File: config.mk
export PLATFORM = sky130hd
export DESIGN_NAME = controlador_display_7seg
export DESIGN_NICKNAME = d
export VERILOG_FILES = /design/src/rtl/controlador_display_7seg.sv
export SDC_FILE = /design/constraint.sdc
export NUM_CORES = 1
export LEC_CHECK = 0
export CELL_PAD_IN_SITES_DETAIL_PLACEMENT = 0
export CELL_PAD_IN_SITES_GLOBAL_PLACEMENT = 1
export CORE_ASPECT_RATIO = 0.7
export CORE_MARGIN = 8
export CORE_UTILIZATION = 38
export DETAILED_ROUTE_END_ITERATION = 10
export PLACE_DENSITY = 0.89
export SYNTH_ARGS = -nofsm -noshare
export SYNTH_HDL_FRONTEND = slang
export SYNTH_SLANG_ARGS = --single-unit
File: constraint.sdc
create_clock -name clk -period 3 [get_ports clk]
set_clock_uncertainty 0.2 [all_clocks]
set_input_delay 0.45 -clock clk [delete_from_list [all_inputs] [get_ports clk]]
set_output_delay 0.45 -clock clk [all_outputs]
set_load 0.02 [all_outputs]
File: src/rtl/controlador_display_7seg.sv
// Load/convert/capture sequencer for the binary-to-BCD converter plus a multiplexed
// common-anode 7-segment driver. Define BLANCO_CEROS_EN to blank leading zero digits.
module controlador_display_7seg #(
  parameter int TAM_REG_BIN  = 8,
  parameter int N_DIG        = 3,
  parameter int DIV_REFRESCO = 50000
) (
  input  logic                   clk,
  input  logic                   reset,
  input  logic [TAM_REG_BIN-1:0] dato_bin,
  input  logic                   dato_valido,
  output logic                   dato_listo,
  output logic [TAM_REG_BIN-1:0] bin_conv,
  input  logic [TAM_REG_BIN+3:0] bcd_conv,
  output logic [N_DIG-1:0]       anodos,
  output logic [6:0]             segmentos,
  output logic                   ocupado
);

  localparam int CNT_W = (DIV_REFRESCO > 1) ? $clog2(DIV_REFRESCO) : 1;
  localparam int IDX_W = (N_DIG > 1) ? $clog2(N_DIG) : 1;
  localparam int BCD_W = TAM_REG_BIN + 4;
  localparam logic [CNT_W-1:0] CNT_MAX = CNT_W'(DIV_REFRESCO - 1);
  localparam logic [IDX_W-1:0] IDX_MAX = IDX_W'(N_DIG - 1);

  typedef enum logic [1:0] {
    REPOSO = 2'd0,
    CONV   = 2'd1,
    CAPT   = 2'd2
  } estado_t;

  estado_t                estado_r;
  logic [TAM_REG_BIN-1:0] bin_conv_r;
  logic [BCD_W-1:0]       bcd_reg_r;
  logic                   dato_listo_r;
  logic                   ocupado_r;
  logic [CNT_W-1:0]       cnt_r;
  logic [IDX_W-1:0]       idx_r;
  logic [IDX_W-1:0]       idx_next_s;
  logic                   fin_cnt_s;
  logic [N_DIG-1:0]       anodos_r;
  logic [N_DIG-1:0]       anodos_s;
  logic [6:0]             seg_r;
  logic [6:0]             seg_s;
  logic [3:0]             nibble_s;
  logic                   blanco_s;
`ifdef BLANCO_CEROS_EN
  logic                   hay_cifra_s;
`endif

  // Active-low segment pattern {g,f,e,d,c,b,a}; anything outside 0..9 shows a dash
  function automatic logic [6:0] decod_7seg(input logic [3:0] bcd);
    logic [6:0] seg;
    case (bcd)
      4'd0:    seg = 7'h40;
      4'd1:    seg = 7'h79;
      4'd2:    seg = 7'h24;
      4'd3:    seg = 7'h30;
      4'd4:    seg = 7'h19;
      4'd5:    seg = 7'h12;
      4'd6:    seg = 7'h02;
      4'd7:    seg = 7'h78;
      4'd8:    seg = 7'h00;
      4'd9:    seg = 7'h10;
      default: seg = 7'h3F;
    endcase
    return seg;
  endfunction

  // Load FSM: accept operand, give the converter one settle cycle, then capture
  always_ff @(posedge clk) begin
    if (reset) begin
      estado_r     <= REPOSO;
      bin_conv_r   <= '0;
      bcd_reg_r    <= '0;
      dato_listo_r <= 1'b0;
      ocupado_r    <= 1'b0;
    end else begin
      case (estado_r)
        REPOSO: begin
          if (dato_valido && dato_listo_r) begin
            bin_conv_r   <= dato_bin;
            estado_r     <= CONV;
            dato_listo_r <= 1'b0;
            ocupado_r    <= 1'b1;
          end else begin
            dato_listo_r <= 1'b1;
            ocupado_r    <= 1'b0;
          end
        end
        CONV: begin
          estado_r     <= CAPT;
          dato_listo_r <= 1'b0;
          ocupado_r    <= 1'b1;
        end
        CAPT: begin
          bcd_reg_r    <= bcd_conv;
          estado_r     <= REPOSO;
          dato_listo_r <= 1'b1;
          ocupado_r    <= 1'b0;
        end
        default: begin
          estado_r     <= REPOSO;
          dato_listo_r <= 1'b0;
          ocupado_r    <= 1'b0;
        end
      endcase
    end
  end

  // Next digit selection, anode pattern and segment pattern for that digit
  always_comb begin
    fin_cnt_s  = (cnt_r == CNT_MAX);
    idx_next_s = idx_r;
    if (fin_cnt_s) begin
      if (idx_r == IDX_MAX) begin
        idx_next_s = '0;
      end else begin
        idx_next_s = idx_r + IDX_W'(1);
      end
    end else begin
      idx_next_s = idx_r;
    end

    nibble_s = 4'h0;
    anodos_s = '1;
    for (int k = 0; k < N_DIG; k++) begin
      if (k == int'(idx_next_s)) begin
        nibble_s    = bcd_reg_r[k*4 +: 4];
        anodos_s[k] = 1'b0;
      end else begin
        anodos_s[k] = 1'b1;
      end
    end

`ifdef BLANCO_CEROS_EN
    // A digit is blank when it and every more significant digit are zero
    hay_cifra_s = 1'b0;
    for (int k = 0; k < N_DIG; k++) begin
      if ((k >= int'(idx_next_s)) && (bcd_reg_r[k*4 +: 4] != 4'h0)) begin
        hay_cifra_s = 1'b1;
      end else begin
        hay_cifra_s = hay_cifra_s;
      end
    end
    blanco_s = (idx_next_s != '0) && !hay_cifra_s;
`else
    blanco_s = 1'b0;
`endif

    if (blanco_s) begin
      seg_s = 7'h7F;
    end else begin
      seg_s = decod_7seg(nibble_s);
    end
  end

  // Free-running scan; anodes and segments switch on the same edge
  always_ff @(posedge clk) begin
    if (reset) begin
      cnt_r    <= '0;
      idx_r    <= '0;
      anodos_r <= '1;
      seg_r    <= 7'h7F;
    end else begin
      cnt_r    <= fin_cnt_s ? '0 : cnt_r + CNT_W'(1);
      idx_r    <= idx_next_s;
      anodos_r <= anodos_s;
      seg_r    <= seg_s;
    end
  end

  assign dato_listo = dato_listo_r;
  assign ocupado    = ocupado_r;
  assign bin_conv   = bin_conv_r;
  assign anodos     = anodos_r;
  assign segmentos  = seg_r;

endmodule

==> out/qor.txt <==
outcome -> completed
Iter 0 DRT Violations -> 68
clock-pin transition on the worst setup and hold timing paths -> 0.09 ns
number of synthesized flops with an enable pin -> 0
Yosys top cell area share -> 0.4746
Crit Path Class -> reg2reg
crit-path max FO -> 9
GP Congestion -> 0.8446
post-synthesis cell area -> 0.002193 mm^2
drt pass-1 iters -> 4
Max Clock Freq -> 358.2 MHz
GR Overflow Total -> 0
first-pass GRT wire length -> 8342 um
Worst Hold Class -> reg2reg
LEAKAGE -> 1.018 nW
post-DP HPWL -> 3690 um
total CTS buffers -> 5
Rel. slew slack -> 0.4487
setup tns final -> 0 ns
Finished Layout Cells -> 370
Cell Area, Placed -> 0.002660 mm^2
DRC Markers -> 0
Synth Register Bits -> 52
area leader, netlist -> dfxtp_1
maxcap violations -> 0
critical path launch point type -> flip-flop
Antenna Nets Post-Route -> 0
initial antenna violation count -> 0
Wirelength per Cell -> 13.36 um
Most used DFF post-synth -> dfxtp_1
final wirelength -> 4944 um
commonest cells after routing, fill and taps aside -> 52 x nand2_1, 52 x dfxtp_1, 42 x clkdlybuf4s50_1, 28 x a21oi_1, 24 x nor2_1
clk sinks -> 52
setup bufs post-CTS -> 0
number of global-route vias before repair -> 1,724
Combinational Power Share -> 0.095
full die area -> 0.008498 mm^2
fin crit share -> 0.9306
Area Growth Syn to Fin -> 26.35%
post-synthesis sequential area ratio -> 0.4746
CTS root buffer -> clkbuf_8
Rows -> 23
vias per std cell -> 4.978
Antenna Cells -> 0
final max-slew violation count -> 0
Worst setup EP type -> flip-flop
Clk Latency, worst-skew pair -> 0.30 ns
chip height -> 79.57 um
clk buf depth -> 2
synthesized area per cell -> 8.635 um^2
P_int -> 1.022 mW
RSZ-0062 raised after global routing -> no
htree depth -> 2
share of post-route cells with drive strength above 1 -> 0.09153
IO buf count -> 42
Nets -> 321
Post-Place Cells -> 362
initial core utilization -> 0.3889
CTS tree -> yes
Area contributors post-synth -> dfxtp_1 47%, nand2_1 8.9%, a21oi_1 6.4%
Worst EP arrival -> 2.80 ns
final setup fails -> 0
Final Hold Viols -> 0
GRT Total Usage -> 0.1205
Worst Tran Pin Value -> 0.8253 ns
Clock power frac -> 0.359
Power Density -> 476.9 mW/mm^2
Tmin final -> 2.792 ns
WP data required -> 3.01 ns
largest net degree at the start of global routing -> 31
Mapped Cells -> 254
fraction of registers with async set or reset after synthesis -> 0
VDD IR max -> 184.5 uV
die width -> 106.8 um
Core Area -> 0.005640 mm^2
NetSw -> 0.2995 mW
synthesized net count -> 281
Switching Share -> 0.2266
vias -> 1,842
Flop pwr share -> 0.546
distinct cell type count after synthesis -> 43
Final Cell Area -> 0.002771 mm^2
# IOs -> 43
Yosys warning count -> 0
[state kept, by name, indices dropped and copies added, names as in the netlist]
signal and cells:
bcd_reg_r 12, ocupado 1, idx_r 2, segmentos 7
cnt_r 16, bin_conv 8, dato_listo 1, anodos 3
estado_r 2
[per-stage QoR]
step           utilization  hold WS, ns  setup slack, ns  power, mW
4_1_cts             0.4913       0.2522           0.2053      1.338
6_report            0.4913       0.2490           0.2083      1.322
3_5_place_dp        0.4716       0.2387           0.2360     0.8640
2_1_floorplan            -       0.2130           0.3237     0.7926
5_1_grt             0.4913       0.2717          0.04473      1.378
3_3_place_gp        0.4716       0.2225           0.2948     0.8630
[worst max-delay path, stage by stage (launching register included)]
cell,delay (ns)
dfxtp_1,0.36
ha_1,0.18
and3_2,0.25
nand4_4,0.17
mux2_4,0.38
nand2_1,0.08
o2111a_2,0.26
inv_2,0.09
ha_1,0.19
or3_1,0.36
a21o_1,0.18
[power by group through the flow]
stage	Sequential [mW]	Combinational, mW	Clock, mW
floorplan	0.753	0.0399	0
global placement	0.737	0.126	0
detailed placement	0.738	0.126	0
CTS	0.722	0.127	0.489
global route	0.724	0.138	0.516
finish	0.721	0.126	0.475
[cells in the mapped netlist, types with 2 or more instances]
cell      count
dfxtp_1      52
nand2_1      52
a21oi_1      28
nor2_1       24
nand3_1      14
clkbuf_1      8
xor2_1        8
o21ai_0       7
inv_1         5
nor3_1        5
xnor2_1       5
and3_1        4
ha_1          4
and3_2        3
or3_1         3
and4bb_2      2
inv_2         2
nand4_1       2
nor2b_1       2
[cell families after synthesis]
family / after synthesis / share of synthesized area
multiplexers: 2 / 0.01141
flip-flops: 52 / 0.4746
AND/OR/NAND/NOR: 118 / 0.2658
buffers and inverters: 19 / 0.04393
XOR/XNOR: 14 / 0.05933
adder cells (fa/ha/maj): 4 / 0.02282
AO/OA/AOI/OAI: 45 / 0.1221
[layout make-up]
class,count,area [um^2]
inverters,7,26.28
clock inverters,3,42.54
clock buffers,5,68.82
well taps,75,93.84
fillers,550,2869
flip-flops and latches,52,1041
multi-input cells,183,1056
repair buffers,45,442.9
[timing repair]
| item | 4_1_cts | 5_1_grt |
|---|---|---|
| gates resized for setup | 0 | 1 |
| endpoints found under the setup margin | 0 | 1 |
| hold buffers | 0 | 0 |
[worst paths after layout]
check,from,to,slack (ns),depth (start not counted)
setup / recovery,cnt_r[0],segmentos[5],0.21,10
hold / removal,cnt_r[0],cnt_r[0],0.25,1
setup reg to reg,cnt_r[0],segmentos[5],0.21,10
hold reg to reg,cnt_r[0],cnt_r[0],0.25,1
[metal layers]
layer	track usage	wire, um
met5	0	0
met4	0.04615	86
met3	0.03065	252
met2	0.1640	2028
met1	0.1748	2577
(Power assumes the default switching activity.)
